### config.mk
export PLATFORM = sky130hd
export DESIGN_NAME = arm_controller
export DESIGN_NICKNAME = d
export VERILOG_FILES = /design/src/rtl/arm_controller.sv
export SDC_FILE = /design/constraint.sdc
export NUM_CORES = 1
export LEC_CHECK = 0
export CORE_AREA = 3 3 40 42
export CTS_CLUSTER_SIZE = 20
export DETAILED_ROUTE_END_ITERATION = 10
export DIE_AREA = 0 0 43 45
export PLACE_DENSITY = 0.8
export SLEW_MARGIN = 20
export SYNTH_ARGS = -nofsm -noshare
export SYNTH_HDL_FRONTEND = slang
export SYNTH_SLANG_ARGS = --single-unit
### constraint.sdc
create_clock -name clock -period 1.7 [get_ports clock]
set_input_delay 0.34 -clock clock [delete_from_list [all_inputs] [get_ports clock]]
set_output_delay 0.34 -clock clock [all_outputs]
set_load 0.005 [all_outputs]
### src/rtl/arm_controller.sv
// Arming FSM: N door switches, pausable countdown, remote disarm.
// Optional intrusion detection in ARMED is enabled with `define INTRUSION_EN.
module arm_controller #(
  parameter int N_DOORS = 2,
  parameter int CNT_W   = 4,
  parameter int T_ARM   = 6
) (
  input  logic               clock,
  input  logic               reset,
  input  logic [N_DOORS-1:0] door,
  input  logic               ignicao,
  input  logic               disarm,
  input  logic [CNT_W-1:0]   t_arm,
  output logic               armar,
  output logic               armed,
  output logic               alarm,
  output logic [CNT_W-1:0]   count,
  output logic [1:0]         state
);

  typedef enum logic [1:0] {
    IDLE  = 2'd0,
    OPEN  = 2'd1,
    COUNT = 2'd2,
    ARMED = 2'd3
  } state_t;

  localparam logic [CNT_W-1:0] T_DEF = CNT_W'(T_ARM);
  localparam logic [CNT_W-1:0] ONE   = CNT_W'(1);

  state_t           state_q;
  state_t           state_d;
  logic [CNT_W-1:0] count_d;
  logic [CNT_W-1:0] load;
  logic             armar_d;
  logic             alarm_d;
  logic             any_open;
  logic             intrude;
  logic             expire;

  assign any_open = |door;
  assign load     = (t_arm != '0) ? t_arm : T_DEF;
  assign expire   = !any_open && !ignicao && (count == ONE);

`ifdef INTRUSION_EN
  assign intrude = any_open | ignicao;
`else
  assign intrude = 1'b0;
`endif

  always_ff @(posedge clock or posedge reset) begin
    if (reset) begin
      state_q <= IDLE;
      count   <= '0;
      armar   <= 1'b0;
      armed   <= 1'b0;
      alarm   <= 1'b0;
    end else begin
      state_q <= state_d;
      count   <= count_d;
      armar   <= armar_d;
      armed   <= (state_d == ARMED);
      alarm   <= alarm_d;
    end
  end

  always_comb begin
    state_d = state_q;
    if (disarm) begin
      state_d = IDLE;
    end else begin
      case (state_q)
        IDLE:    if (any_open) state_d = OPEN;
        OPEN:    if (!any_open) state_d = COUNT;
        COUNT: begin
          if (any_open)    state_d = OPEN;
          else if (expire) state_d = ARMED;
        end
        ARMED:   state_d = ARMED;
        default: state_d = IDLE;
      endcase
    end
  end

  // Next values of the registered outputs; disarm cancels a same-cycle expiry.
  always_comb begin
    count_d = count;
    armar_d = 1'b0;
    alarm_d = alarm;
    if (disarm) begin
      count_d = '0;
      alarm_d = 1'b0;
    end else begin
      case (state_q)
        IDLE: begin
          count_d = '0;
          alarm_d = 1'b0;
        end
        OPEN: begin
          count_d = any_open ? '0 : load;
        end
        COUNT: begin
          if (any_open) begin
            count_d = '0;
          end else if (ignicao) begin
            count_d = count;
          end else if (expire) begin
            count_d = '0;
            armar_d = 1'b1;
          end else begin
            count_d = count - ONE;
          end
        end
        ARMED: begin
          count_d = '0;
          alarm_d = alarm | intrude;
        end
        default: begin
          count_d = '0;
          alarm_d = 1'b0;
        end
      endcase
    end
  end

  assign state = state_q;

endmodule

==> impl_results.md <==
- Mapped Area: slightly above 500 µm²
- Max-Cap Viols: 0
- Yosys cell types: 28
- Top delay family on crit path: buffers and inverters
- ANT cells: 0
- Unrepaired setup endpoints after global routing: false
- Combinational share of power: 0.188
- CTS clk-pin slew, worst paths: around 0.060 ns
- Min cycle time layout: 1.581 ns
- Clk sinks: 8
- Synth Warn #: 0
- Synth area leader: dfrtp_1
- Drt total wl: roughly 1.3 mm
- Vias in the first global route: 501
- Clock Skew: approximately 0.0023 ns
- Syn avg cell area: between 9 and 10 µm²
- Crit path DAT: roughly 1.2 ns
- DR pass1 iterations: 4
- P_leak: ~0.00030 µW
- Reg2reg setup slack: 0.19 ns
- Maximum number of pins on one net before global-route repair: 11
- Iter 0 DRT Violations: 8
- Synthesized instance count: 55
- Synth Area in Compound Gates: 0.2324
- # nets final: around 90
- Number of port buffers: 17
- Crit-path cells: clkdlybuf4s50_1
- Root buffer cell: clkbuf_4
- Die Height: ~45 µm
- Overflow after GRT: 0
- Multiplexer share of the synthesized area: 0
- Peak supply drop: 0.3540 mV
- Switch share: 0.2541
- CTS tree: yes
- WL per Instance: between 10 and 15 µm
- # rows: 13
- Clock power share: 0.342
- Flop pwr share: 0.470
- Post-placement cell area: around 730 µm²
- Worst r2r src: count[1]
- Crit Path Class: register to output port
- Initial antenna violation count: 0
- Crit-path max FO: 7
- Placer congestion estimate: about 0.84
- Share of cells above drive strength 1: 0.1923
- Fmax: roughly 630 MHz
- DRT antenna net count: 0
- FF+latch count, synth: 8
- Total negative slack: 0 ns
- Main combinational cell family by area after synthesis: simple AND/OR/NAND/NOR gates
- Final Hold Fails: 0
- CTS buffer count: 3
- Via count: 515
- CORE AREA: around 1300 µm²
- Vias per inst: between 5 and 6
- Final setup vio count: 0
- H-tree Lvls: 1
- Synth Area in Simple Gates: 0.2736
- Element type at the critical path end: output port
- R2r endpoint: count[3]
- P&R area growth vs syn: 47.94%
- Die Wd: 43 µm
- DR DRC count: 0
- WP buf/inv: 1
- Clk Latency, worst-skew pair: ~0.25 ns
- Clk buf depth: 2
- Total GRT Usage: 0.1541
- Worst path required time: roughly 1.4 ns
- Synth Area in Adders: 0.04843
- Syn_nets: 67
- Initial Util: 0.4021
- Slowest cell delay on critical path: between 0.5 and 0.6 ns
- Ports: 19
- Worst r2r path cells: 6
- Total die area: 1935 µm²
- First-pass GRT wire length: 2.208 mm
- Crit-path slowest cell: clkdlybuf4s50_1
- Final Max Slew Viols: 0
- Net switching power: between 100 and 150 µW
- Period utilization: 0.9301
- Area share of the largest cell type after synthesis: 0.3874
- Top cells by area, synth: dfrtp_1 39%, ha_1 4.8%, nor3_1 4.8%, nor4b_4 4.6%, a21oi_1 3.9%
- CP startpoint kind: register
- Filler cells: between 100 and 150
- HP Class: input pin to async pin
- Pwr/cell area: approximately 560 nW/µm²
- Finished Cell Area: roughly 760 µm²
- Internal power: approximately 320 µW
- Hpwl dp: 1.004 mm
- Outcome: completed
- Xor and xnor area share after synthesis: 0
- Register area share after synthesis: 0.3874
[registers in the layout, indices dropped and copies added (netlist names)]
signal / count
armar: 1
armed: 1
count: 4
state: 2
[cell type report]
class | instances | area [µm²] | share of cell area
clock buffer | 3 | 22.52 | 0.02946
inverter | 4 | 15.01 | 0.01964
multi-input combinational | 41 | 299.0 | 0.3912
sequential | 8 | 201.4 | 0.2635
tap | 15 | 18.77 | 0.02455
timing repair buffer | 22 | 207.7 | 0.2717
[cells in the final DEF, fill, tap and decap left out, drive strengths merged]
master / n
a2111oi: 1
a21oi: 4
a31oi: 2
a32oi: 1
and2: 1
and2b: 1
and3: 1
buf: 5
clkbuf: 3
clkdlybuf4s50: 17
conb: 1
dfrtp: 8
ha: 2
inv: 4
nand2: 3
nand2b: 2
nand3: 2
nand3b: 1
nor2: 3
nor3: 5
nor4b: 2
o211a: 1
o21ai: 4
o22ai: 1
o31a: 1
o32ai: 1
o41ai: 1
[per-stage QoR]
| step | utilization | instances | hold slack, ns | setup slack, ns | total power [µW] |
|---|---|---|---|---|---|
| after floorplan | - | 55 | 0.1557 | 0.2701 | 239.2 |
| after global placement | 0.5696 | 90 | 0.5996 | -0.007283 | 283.9 |
| after detailed placement | 0.5696 | 90 | 0.6085 | -0.01902 | 285.0 |
| after CTS | 0.5871 | 93 | 0.3525 | 0.04988 | 428.8 |
| after global routing | 0.5949 | 93 | 0.3943 | 0.02459 | 455.1 |
| final | 0.5949 | 93 | 0.3414 | 0.1187 | 431.1 |
[power by group through the flow]
stage,clock [µW],sequential (µW),combinational (µW)
2_1_floorplan,0,205,34.5
3_3_place_gp,0,206,78.4
3_5_place_dp,0,205,79.6
4_1_cts,146,202,80.3
5_1_grt,163,204,88.6
6_report,147,203,80.9
[routing by layer]
metal / share of wire / GRT usage / up-vias
met5: 0 / 0 / -
met4: 0.0046 / 0.09036 / 0
met3: 0.062 / 0.01992 / 2
met2: 0.47 / 0.2515 / 19
met1: 0.46 / 0.1961 / 243
li1: - / - / 251
[what timing repair did]
action | CTS | global route
hold buffers | 0 | 0
setup endpoints to repair | 0 | 3
buffers inserted | 0 | 0
gates resized for setup | 0 | 2
[worst max path at each step]
| stage | startpoint | to | slack (ns) | cells after the start |
|---|---|---|---|---|
| after floorplan | count[0] | count[3] | 0.27 | 5 |
| after global placement | ignicao | count[3] | -0.007 | 5 |
| after detailed placement | door[1] | count[3] | -0.02 | 4 |
| after CTS | state[0] | state[0] | 0.05 | 1 |
| after global routing | count[1] | count[3] | 0.02 | 6 |
| final | count[0] | count[0] | 0.12 | 1 |
[cell families after synthesis]
logic type / count (synthesis)
other: 1
adders and majority gates: 2
AOI/OAI and AO/OA: 17
buffers and inverters: 6
DFF: 8
and+or+nand+nor: 21
[Yosys cell counts, drive strengths merged]
cell and n:
a2111oi 1, a21oi 4, a31oi 2, a32oi 1, and2 1, and2b 1
and3 1, buf 2, conb 1, dfrtp 8, ha 2, inv 4
nand2 3, nand2b 2, nand3 2, nand3b 1, nor2 3, nor3 5
nor4b 2, o211a 1, o21ai 4, o22ai 1, o31a 1, o32ai 1
o41ai 1
Note: power is estimated with default switching activity, not from simulation.
